[src/rtl/rst_ctrl.sv]
// rtl/rst_ctrl.sv - rst tag allocator and write sequencer; optional flush clear-walk under RST_CTRL_FLUSH_EN
module rst_ctrl #(
   parameter int TAGS   = 32,
   parameter int TAG_W  = 5,
   parameter int ADDR_W = 5
) (
   input  logic              clock,
   input  logic              reset,
   input  logic              disp_req,
   input  logic [ADDR_W-1:0] disp_rd,
   output logic              disp_gnt,
   output logic [TAG_W-1:0]  disp_tag,
   input  logic              cmt_valid,
   output logic [TAG_W-1:0]  cmt_tag,
   input  logic              flush,
   output logic              Wen_rst,
   output logic [ADDR_W-1:0] Waddr_rst,
   output logic [TAG_W-1:0]  Wdata_rst,
   output logic              RB_valid_rst,
   output logic [TAG_W-1:0]  RB_tag_rst,
   output logic              full,
   output logic              empty,
   output logic [TAG_W:0]    count,
   output logic              busy
);

   localparam logic [TAG_W:0]   FULL_CNT = (TAG_W+1)'(TAGS);
   localparam logic [TAG_W:0]   PTR_ONE  = (TAG_W+1)'(1);
   localparam logic [TAG_W-1:0] LAST_TAG = TAG_W'(TAGS-1);

   // head/tail carry an extra wrap bit so full and empty are distinguishable
   logic [TAG_W:0]    head_q, tail_q, head_d, tail_d;
   logic              run, flush_go, commit;
   logic              wen_d, rbv_d;
   logic [ADDR_W-1:0] waddr_d;
   logic [TAG_W-1:0]  wdata_d, rbt_d;

`ifdef RST_CTRL_FLUSH_EN
   typedef enum logic {RUN = 1'b0, FLUSH = 1'b1} state_t;
   state_t           state_q, state_d;
   logic [TAG_W-1:0] walk_q, walk_d;

   assign run      = (state_q == RUN);
   assign flush_go = run & flush;
   assign busy     = (state_q == FLUSH);
`else
   logic unused_flush;
   assign unused_flush = flush;
   assign run      = 1'b1;
   assign flush_go = 1'b0;
   assign busy     = 1'b0;
`endif

   assign count    = tail_q - head_q;
   assign empty    = (count == '0);
   assign full     = (count == FULL_CNT);
   assign disp_tag = tail_q[TAG_W-1:0];
   assign cmt_tag  = head_q[TAG_W-1:0];
   // full is judged before any same-cycle commit, so a full pool refuses dispatch
   assign disp_gnt = run & disp_req & ~full & ~flush_go;
   assign commit   = run & cmt_valid & ~empty & ~flush_go;

   // next pointers, next state and next values of the registered rst port
   always_comb begin
      head_d  = head_q;
      tail_d  = tail_q;
      wen_d   = disp_gnt & (disp_rd != '0);
      waddr_d = disp_gnt ? disp_rd : Waddr_rst;
      wdata_d = disp_gnt ? tail_q[TAG_W-1:0] : Wdata_rst;
      rbv_d   = commit;
      rbt_d   = commit ? head_q[TAG_W-1:0] : RB_tag_rst;
`ifdef RST_CTRL_FLUSH_EN
      state_d = state_q;
      walk_d  = walk_q;
`endif
      if (disp_gnt) tail_d = tail_q + PTR_ONE;
      if (commit)   head_d = head_q + PTR_ONE;
`ifdef RST_CTRL_FLUSH_EN
      case (state_q)
         RUN: begin
            if (flush) begin
               state_d = FLUSH;
               walk_d  = '0;
            end
         end
         FLUSH: begin
            // clear-walk: one tag per cycle, pointers restart once the last tag is cleared
            rbv_d  = 1'b1;
            rbt_d  = walk_q;
            walk_d = walk_q + TAG_W'(1);
            if (walk_q == LAST_TAG) begin
               state_d = RUN;
               head_d  = '0;
               tail_d  = '0;
            end
         end
         default: state_d = RUN;
      endcase
`endif
   end

   // state, pointers and registered rst port; reset clears everything at once
   always_ff @(posedge clock or negedge reset) begin
      if (!reset) begin
         head_q       <= '0;
         tail_q       <= '0;
         Wen_rst      <= 1'b0;
         Waddr_rst    <= '0;
         Wdata_rst    <= '0;
         RB_valid_rst <= 1'b0;
         RB_tag_rst   <= '0;
`ifdef RST_CTRL_FLUSH_EN
         state_q      <= RUN;
         walk_q       <= '0;
`endif
      end else begin
         head_q       <= head_d;
         tail_q       <= tail_d;
         Wen_rst      <= wen_d;
         Waddr_rst    <= waddr_d;
         Wdata_rst    <= wdata_d;
         RB_valid_rst <= rbv_d;
         RB_tag_rst   <= rbt_d;
`ifdef RST_CTRL_FLUSH_EN
         state_q      <= state_d;
         walk_q       <= walk_d;
`endif
      end
   end

endmodule

[config.mk]
export PLATFORM = sky130hd
export DESIGN_NAME = rst_ctrl
export DESIGN_NICKNAME = d
export VERILOG_FILES = /design/src/rtl/rst_ctrl.sv
export SDC_FILE = /design/constraint.sdc
export NUM_CORES = 1
export LEC_CHECK = 0
export ABC_AREA = 1
export CAP_MARGIN = 20
export CORE_MARGIN = 3
export CORE_UTILIZATION = 44
export DETAILED_ROUTE_END_ITERATION = 10
export PLACE_DENSITY = 0.75
export SETUP_SLACK_MARGIN = 0.02
export SYNTH_ARGS = -nofsm -noshare
export SYNTH_HDL_FRONTEND = slang
export SYNTH_SLANG_ARGS = --single-unit
[constraint.sdc]
create_clock -name clock -period 2.25 [get_ports clock]
set_input_delay 0.45 -clock clock [delete_from_list [all_inputs] [get_ports clock]]
set_output_delay 0.45 -clock clock [all_outputs]
set_load 0.02 [all_outputs]
==> results by group <==
Cells and area
  • Fraction of final layout cells sized beyond drive strength 1: 31.3%
  • Number of antenna diodes: 0
  • Util after Layout: 69.0%
  • Leading cell types in the layout, fill and taps excluded: 73 x sky130_fd_sc_hd__nand2_1, 36 x sky130_fd_sc_hd__clkdlybuf4s50_1, 29 x sky130_fd_sc_hd__dfrtp_1, 29 x sky130_fd_sc_hd__buf_4, 25 x sky130_fd_sc_hd__nand3_1
  • Combined flip-flop and latch cell area: 726 µm²
  • Layout Cell Area excl Fill: 2620 µm²
  • Area used by multi-input combinational logic: 925 µm²
  • Final layout net count: 308
  • Most common cell after layout, fill and taps aside: sky130_fd_sc_hd__nand2_1
  • Layout filler cell count: 309
  • Area growth from synthesis to final layout: 44.9%

Power and ir drop
  • Worst IR drop on VDD: 1180 µV
  • Part of the total power dissipated in the clock network: 9.9%
  • PwrDens: 1840 nW/µm²
  • Switching share of power: 45.2%
  • Switching power: 0.00219 W
  • LEAKAGE: 1.34 nW
  • Comb pwr share: 72.1%
  • Cell internal power dissipation: 0.00265 W
  • Fraction of power consumed by sequential logic: 18.0%

Floorplan
  • Y dimension of the die: 70.1 µm
  • Placeable core area: 3800 µm²
  • Initial core utilization: 47.7%
  • Full die area: 4920 µm²
  • Horizontal die dimension: 70.1 µm
  • IO Pins: 47
  • Std-Cell Rows: 22

Placed design
  • Final RePlAce weighted congestion: 0.851
  • Placed Instance Area: 2420 µm²
  • Count of input and output buffers: 44
  • Sum of net half-perimeters after detailed placement: 3010 µm

Clocking
  • H-Tree Level Count: 2
  • Cell chosen for the clock root: sky130_fd_sc_hd__clkbuf_8
  • Buffer levels on the longest clock path: 2
  • Register clock-pin slew on the reported worst setup and hold paths: 0.06 ns
  • Skew-Pair Late Insertion Delay: 0.29 ns
  • CTS tree: built
  • CTS buffer count: 5
  • Post-CTS Hold Buffers: 0
  • Number of sinks on the clock net: 29

Drt
  • DRC marker count from the first detailed-route iteration: 86
  • Wire length per cell: 12.6 µm
  • # DRC: 0
  • Vias: 1612
  • Vias per inst: 4.76
  • Number of antenna-violating nets in the routed design: 0
  • Iteration count of the initial detailed-routing pass: 4
  • Total length of routed wires: 4270 µm

Synthesis
  • Number of distinct library cells after synthesis: 26
  • Largest cells by area after synthesis: sky130_fd_sc_hd__dfrtp_1 40%, sky130_fd_sc_hd__nand2_1 16%, sky130_fd_sc_hd__nand3_1 7.7%, sky130_fd_sc_hd__nand3_2 6.1%, sky130_fd_sc_hd__buf_4 5.4%
  • Flip-flop and latch count after synthesis: 29
  • Synthesized area per cell: 8.05 µm²
  • Post-synthesis sequential area ratio: 40.1%
  • Post-synthesis instance total: 225
  • Cell taking the most area after synthesis: sky130_fd_sc_hd__dfrtp_1
  • Area of the mapped netlist: 1810 µm²
  • Net Count, Synth: 243
  • Share of the synthesized area in the top cell type: 40.1%
  • Synthesis warning total: 0

GRT
  • Number of global-route vias before repair: 1514
  • Global-route total usage across every layer: 18.2%
  • Pin count of the biggest net entering global routing: 30
  • Antenna violations before repair: 0
  • GRT Residual Overflow: 0
  • Global-route wire length before repair: 7070 µm

Critical path
  • Worst Setup Path Type: reg2out
  • Category of the worst setup path launch point: flop
  • Slowest Stage Delay on Critical Path: 0.54 ns
  • Required @ worst endpoint: 1.80 ns
  • Cells traversed along the worst timing path: ha_4, fa_2, nand2_2, nor2_2, nand3_2, nor2_4, nand2_4, nand2_4, inv_4, buf_6
  • Worst R2R Start: head_q[0]$_DFFE_PN0P_
  • Top delay family on crit path: adder cells
  • End of the worst register-to-register path: head_q[5]$_DFFE_PN0P_
  • Max FO, Critical Path: 3
  • Bufs and invs on worst path: 2
  • Critical Path Most Common Cell: sky130_fd_sc_hd__nand2_4
  • Setup slack, reg-to-reg: 0.13 ns
  • Type of destination of the critical path: output pin
  • CP arrival: 2.09 ns
  • Worst-case reg-to-reg path depth: 12
  • Max stage delay cell, worst path: sky130_fd_sc_hd__fa_2

STA
  • Setup repair after global routing missed its margin: true
  • Final hold violation count: 0
  • Final setup violation count: 5
  • Post-route worst setup slack: -0.293 ns
  • Total count of max-transition violations in the final report: 0
  • Sum Neg Setup Slack: -0.837 ns
  • Maximum clock frequency: 393 MHz
  • Share of the cycle needed by the critical path after routing: 113%
  • Time the worst path needs with I/O delays and setup: 2.54 ns
  • Worst-case clock skew: 0.00361 ns

Min path
  • Hold Path Stages: 2
  • Worst Hold End: RB_tag_rst[2]$_DFFE_PN0P_
  • Startpoint of the worst hold path: RB_tag_rst[2]$_DFFE_PN0P_
  • Min-Delay Path Class: reg2reg

Flow run
  • Number of max-cap violations: 0

Run status
  • Run status: finished with violations
  • Violated checks: setup timing
## Yosys cell counts
| cell | count |
|---|---|
| sky130_fd_sc_hd__nand2_1 | 78 |
| sky130_fd_sc_hd__fa_1 | 1 |
| sky130_fd_sc_hd__nor2_1 | 2 |
| sky130_fd_sc_hd__buf_8 | 1 |
| sky130_fd_sc_hd__buf_1 | 1 |
| sky130_fd_sc_hd__nor3b_1 | 1 |
| sky130_fd_sc_hd__xor2_1 | 2 |
| sky130_fd_sc_hd__inv_1 | 21 |
| sky130_fd_sc_hd__ha_1 | 7 |
| sky130_fd_sc_hd__buf_4 | 13 |
| sky130_fd_sc_hd__buf_2 | 3 |
| sky130_fd_sc_hd__and2_1 | 1 |
| sky130_fd_sc_hd__buf_12 | 1 |
| sky130_fd_sc_hd__xor2_2 | 1 |
| sky130_fd_sc_hd__a21oi_1 | 3 |
| sky130_fd_sc_hd__conb_1 | 1 |
| sky130_fd_sc_hd__nor2_4 | 1 |
| sky130_fd_sc_hd__inv_2 | 5 |
| sky130_fd_sc_hd__nand2_4 | 2 |
| sky130_fd_sc_hd__xnor2_1 | 3 |
| sky130_fd_sc_hd__nand3_2 | 11 |
| sky130_fd_sc_hd__nand2_2 | 4 |
| sky130_fd_sc_hd__nand3_1 | 28 |
| sky130_fd_sc_hd__dfrtp_1 | 29 |
| sky130_fd_sc_hd__nor2_2 | 1 |
| sky130_fd_sc_hd__nor3_1 | 4 |
## worst reg2reg max path: stages, from the launching register on
cell and delay, ns:
sky130_fd_sc_hd__dfrtp_1 0.41, sky130_fd_sc_hd__ha_4 0.17, sky130_fd_sc_hd__fa_2 0.54, sky130_fd_sc_hd__nand2_2 0.05, sky130_fd_sc_hd__nor2_2 0.08, sky130_fd_sc_hd__nand3_2 0.08, sky130_fd_sc_hd__nor2_4 0.15, sky130_fd_sc_hd__nand2_2 0.10
sky130_fd_sc_hd__buf_6 0.16, sky130_fd_sc_hd__nand2_2 0.07, sky130_fd_sc_hd__buf_4 0.14, sky130_fd_sc_hd__nand2_1 0.05, sky130_fd_sc_hd__nand2_1 0.06
## power groups by stage
stage          Combinational, W  Clock, W  Sequential, W
6_report                0.00349  0.000479       0.000873
2_1_floorplan           0.00173         0        0.00107
4_1_cts                 0.00333  0.000489       0.000868
3_5_place_dp            0.00317         0       0.000873
5_1_grt                 0.00381  0.000507       0.000903
3_3_place_gp            0.00314         0       0.000867
## stage by stage
stage	hold slack [ns]	worst slack, ns	power, W	cells
floorplan	0.154	-0.123	0.00280	225
global placement	0.456	-0.386	0.00400	328
CTS	0.472	-0.303	0.00468	339
finish	0.472	-0.293	0.00484	339
detailed placement	0.457	-0.426	0.00405	328
global route	0.489	-0.403	0.00522	339
## layer usage
metal	up-vias	GRT usage [%]	share of wire, %
li1	820	-	-
met1	752	24.6	46
met2	32	27.7	48
met3	8	4.17	4.6
met4	0	8.30	2.0
met5	-	0	0
## registers in the layout, summed over array words and instances (netlist names)
register      count
RB_tag_rst        5
RB_valid_rst      1
Waddr_rst         5
Wdata_rst         5
Wen_rst           1
head_q            6
tail_q            6
## how the worst max path moves through the flow
stage / from / end / slack, ns / cells after the start
after detailed placement: tail_q[0]$_DFFE_PN0P_ / full / -0.43 / 10
final: head_q[0]$_DFFE_PN0P_ / disp_gnt / -0.29 / 10
after CTS: head_q[0]$_DFFE_PN0P_ / disp_gnt / -0.30 / 10
after global routing: tail_q[0]$_DFFE_PN0P_ / disp_gnt / -0.40 / 11
after floorplan: tail_q[0]$_DFFE_PN0P_ / full / -0.12 / 11
after global placement: head_q[0]$_DFFE_PN0P_ / full / -0.39 / 9
## kinds of logic (layout without fill, tap and decap cells)
logic type / count (synthesis) / count (layout) / share of synthesized area [%]
AO/OA/AOI/OAI: 3 / 3 / 0.829
XOR/XNOR: 6 / 6 / 3.32
adder cells (fa/ha/maj): 8 / 8 / 5.94
buffers and inverters: 45 / 111 / 13.8
flip-flops: 29 / 29 / 40.1
other: 1 / 1 / 0.207
AND/OR/NAND/NOR: 133 / 133 / 35.9
## area by class of cell
class	instances	area share, %
Sequential cell	29	27.7
Clock buffer	7	3.67
Tap cell	48	2.29
Multi-Input combinational cell	151	35.3
Timing Repair Buffer	77	26.7
Inverter	26	4.20
Clock inverter	1	0.191
## timing repair
| action | 4_1_cts | 5_1_grt |
|---|---|---|
| gates resized for setup | 45 | 15 |
| setup endpoints to repair | 8 | 24 |
| pin swaps | 5 | 8 |
| setup buffers | 3 | 1 |
(Power assumes the default switching activity.)
